--- config.mk ---
export PLATFORM = sky130hd
export DESIGN_NAME = mem_access_ctrl
export DESIGN_NICKNAME = d
export VERILOG_FILES = /design/src/rtl/mem_access_ctrl.sv
export SDC_FILE = /design/constraint.sdc
export NUM_CORES = 1
export LEC_CHECK = 0
export CAP_MARGIN = 25
export CORE_ASPECT_RATIO = 0.8
export CORE_MARGIN = 2
export CORE_UTILIZATION = 46
export DETAILED_ROUTE_END_ITERATION = 6
export PLACE_DENSITY = 0.95
export RECOVER_POWER = 50
export SYNTH_ARGS = -nofsm -noshare
export SYNTH_HDL_FRONTEND = slang
export SYNTH_SLANG_ARGS = --single-unit
export TNS_END_PERCENT = 1
--- constraint.sdc ---
create_clock -name clk -period 5.16 [get_ports clk]
set_input_delay 0.516 -clock clk [delete_from_list [all_inputs] [get_ports clk]]
set_output_delay 0.516 -clock clk [all_outputs]
set_load 0.01 [all_outputs]
--- src/rtl/mem_access_ctrl.sv ---
// Single-port memory access sequencer: accepts one CPU request at a time and
// steps it through address setup, a timed rd/wr strobe, hold, and response.
module mem_access_ctrl #(
  parameter int unsigned WAIT_CYCLES = 1
) (
  input  logic        clk,
  input  logic        rst_n,
  input  logic        req_valid,
  output logic        req_ready,
  input  logic        req_we,
  input  logic [11:0] req_addr,
  input  logic [18:0] req_wdata,
  output logic        rsp_valid,
  input  logic        rsp_ready,
  output logic [18:0] rsp_rdata,
  output logic [11:0] mem_addr,
  output logic        mem_rd,
  output logic        mem_wr,
  output logic [18:0] mem_wdata,
  input  logic [18:0] mem_rdata
);

  typedef enum logic [2:0] {
    IDLE   = 3'd0,
    SETUP  = 3'd1,
    STROBE = 3'd2,
    HOLD   = 3'd3,
    RESP   = 3'd4
  } state_t;

  state_t      state;
  state_t      state_nxt;
  logic        we_q;
  logic [3:0]  cnt;

  always_ff @(posedge clk or negedge rst_n) begin
    if (!rst_n) state <= IDLE;
    else        state <= state_nxt;
  end

  always_comb begin
    state_nxt = state;
    case (state)
      IDLE:    if (req_valid) state_nxt = SETUP;
      SETUP:   state_nxt = STROBE;
      STROBE:  if (cnt == 4'd0) state_nxt = HOLD;
      HOLD:    state_nxt = RESP;
      RESP:    if (rsp_ready) state_nxt = IDLE;
      default: state_nxt = IDLE;
    endcase
  end

  // Request fields are captured only on the accept edge; the counter is
  // loaded in SETUP so STROBE lasts exactly WAIT_CYCLES+1 cycles.
  always_ff @(posedge clk or negedge rst_n) begin
    if (!rst_n) begin
      we_q      <= 1'b0;
      mem_addr  <= '0;
      mem_wdata <= '0;
      rsp_rdata <= '0;
      cnt       <= '0;
    end else begin
      case (state)
        IDLE: begin
          if (req_valid) begin
            we_q      <= req_we;
            mem_addr  <= req_addr;
            mem_wdata <= req_wdata;
          end
        end
        SETUP: cnt <= 4'(WAIT_CYCLES);
        STROBE: begin
          if (cnt == 4'd0) rsp_rdata <= we_q ? '0 : mem_rdata;
          else             cnt <= cnt - 4'd1;
        end
        default: ;
      endcase
    end
  end

  assign req_ready = (state == IDLE);
  assign rsp_valid = (state == RESP);
  assign mem_rd    = (state == STROBE) && !we_q;
  assign mem_wr    = (state == STROBE) && we_q;

endmodule

==> out/metrics.yaml <==
clock_path_buffers: 2
dp_cells: 355
worstHoldPathCells: 1
synth_area_um2: 2650
setup_viol: 0
slew_viol_final: 59
grt_use_total: 0.194
synthCells: 178
vias: 1814
post_drt_wl_per_cell_um: 15.6
startpoint_type: "primary input"
rows: 24
wl_mm: 5.80
synthTopCellsByCount: "58 x dfrtp_1, 40 x mux2_4, 20 x nor2b_1, 11 x mux2_2, 6 x buf_6"
avgViaCountPerCell: 4.89
fin_nets: 344
postCtsResizedCells: 0
hold_buffers: 0
synth_flop_cell: "dfrtp_1"
clkTransAtPathRegs_ps: 60
crit_slowest_cell: "clkbuf_1"
synth_area_per_cell_um2: 14.9
cp_num_buf_inv: 2
drive_above_1_share: 0.242
yosysWarnings: 0
cpLargestDelayFamily: "buffers and inverters"
syn2layout_area_growth_pct: 49.1
critical_path.endpoint_type: "async pin"
drt-initial-drc-count: 50
p_sw_frac: 0.312
die_x_um: 88.8
cp.arrival_ps: 2750
required_ps: 4940
grt_pass1_wl_mm: 9.09
ys_ff_latch: 58
max_stage_delay_ps: 2110
synth_cell_types: 31
leakagePower_uw: 0.00176
final.period_utilization: 0.576
instances_no_fill: 371
h-tree-depth: 3
p_int_uw: 1700
first_pass_iters: 4
synth_edf_count: 0
finClkSkew_ps: 8.53
status: "finished with violations"
cts_tree: "yes"
dp_slack_ps: 2790
critical_path_peak_fanout: 58
synth.net_count: 234
setup_slack_ps: 2190
seq_area_um2: 1450
cp_cell_sequence: "buf_2, clkbuf_1"
crit_cells: 2
cts_buffers: 9
dieArea_um2: 6380
die_height_um: 71.9
clock_sinks: 58
violations: "max-capacitance violations, max-slew violations"
synth_xor_area_frac: 0.00331
portBuffers: 108
grt_max_degree: 59
yosysSeqAreaShare: 0.548
p_sw_uw: 770
rsz0062_at_grt: "false"
finalSetupTns_ps: 0
dp_hpwl_mm: 4.08
cts-root-buf: "clkbuf_8"
synth.top_cell.area_share: 0.548
post-synth-top-count-cell: "dfrtp_1"
yosys.area_share.simple: 0.102
num_antenna_cells: 0
power_frac_clock: 0.189
cts_setup_buffers: 0
grt_pass1_vias: 1791
power_density_nw_per_um2: 625
worst-setup-path-type: "primary input to async pin"
gr-total-overflow: 0
cap_viol_max_count: 1
yosys-mux-area-fraction: 0.281
clkLatencyLatePin_ps: 340
multi_input_area_um2: 1090
slew_headroom: -1.01
reg2regPathDepth: 5
n_fill_cell: 387
period_needed_ps: 2970
ir_drop_v: 0.000348
synth_top_family_by_area: "multiplexers"
min_path_type: "register to register"
pin_count: 109
ant_nets: 0
fmax_mhz: 336
hold_violations: 0
seqPwrFrac: 0.351
ys_top_cells_by_area: "dfrtp_1 55%, mux2_4 23%, nor2b_1 4.7%"
initial_core_util: 0.482
synth-compound-area-share: 0.0232
synthArstFlopShare: 1.00
place_congestion: 0.830
drc: 0
worst_pin_slew_ps: 3010
yosysTopAreaCell: "dfrtp_1"
comb_power_share: 0.460
synth_fa_ha_area_frac: 0.00473
coreArea_um2: 5500
antenna_found_initial: 0
-- cell usage in the layout (no fill, tap or decap), types with 2 or more instances in the layout --
master / instances
clkdlybuf4s50_1: 87
dfrtp_1: 58
mux2_4: 40
nor2b_1: 20
dlygate4sd3_1: 20
mux2_2: 11
clkbuf_8: 10
nor2_1: 5
inv_1: 4
nand2_1: 4
nand3_1: 2
a21oi_1: 2
mux2i_1: 2
nor3_1: 2
o22ai_1: 2
clkinv_2: 2
bufinv_16: 2
clkbuf_1: 2
-- worst paths after layout --
| path | slack [ps] | to | start |
|---|---|---|---|
| min reg2reg | 500 | rsp_rdata[12] | rsp_rdata[12] |
| min in group asynchronous | 1250 | rsp_rdata[16] | rst_n |
| max reg2reg | 2850 | rsp_rdata[10] | cnt[0] |
| max | 2190 | rsp_rdata[12] | rst_n |
| max in group clk | 2670 | mem_rd | state[0] |
| min | 500 | rsp_rdata[12] | rsp_rdata[12] |
-- sequential cells by signal, summed over array words and instances, names as in the netlist --
| signal | cells |
|---|---|
| mem_wdata | 19 |
| rsp_rdata | 19 |
| mem_addr | 12 |
| cnt | 4 |
| state | 3 |
| we_q | 1 |
-- metrics by stage --
| stage | utilization | instance area (µm²) | hold WS (ps) | total power (µW) |
|---|---|---|---|---|
| floorplan | - | 2650 | 220 | 1520 |
| global placement | 0.681 | 3740 | 487 | 2000 |
| detailed placement | 0.681 | 3740 | 491 | 2060 |
| CTS | 0.721 | 3960 | 331 | 2530 |
| global route | 0.719 | 3950 | 516 | 2610 |
| finish | 0.719 | 3950 | 499 | 2470 |
-- layer usage --
| layer | track usage | vias up | wire length (µm) |
|---|---|---|---|
| li1 | - | 842 | - |
| met1 | 0.242 | 898 | 2450 |
| met2 | 0.313 | 65 | 2920 |
| met3 | 0.0726 | 9 | 362 |
| met4 | 0.0606 | 0 | 70 |
| met5 | 0 | - | 0 |
-- power groups by stage --
| stage | Clock, µW | Combinational [µW] | Sequential, µW |
|---|---|---|---|
| finish | 465 | 1140 | 866 |
| global route | 494 | 1220 | 897 |
| CTS | 475 | 1190 | 873 |
| detailed placement | 0 | 1180 | 875 |
| global placement | 0 | 1140 | 862 |
| floorplan | 0 | 618 | 898 |
-- layout make-up --
cell class,instances,share of cell area
clock buffers,11,0.0358
clock inverters,5,0.0196
inverters,4,0.00380
multi-input cells,106,0.275
flip-flops and latches,58,0.368
well taps,78,0.0247
repair buffers,109,0.273
-- cell families after synthesis --
| group | count (synthesis) |
|---|---|
| AO/OA/AOI/OAI | 9 |
| buffers and inverters | 14 |
| XOR/XNOR | 1 |
| adder cells (fa/ha/maj) | 1 |
| AND/OR/NAND/NOR | 42 |
| flip-flops | 58 |
| multiplexers | 53 |
Note: power is estimated with default switching activity, not from simulation.
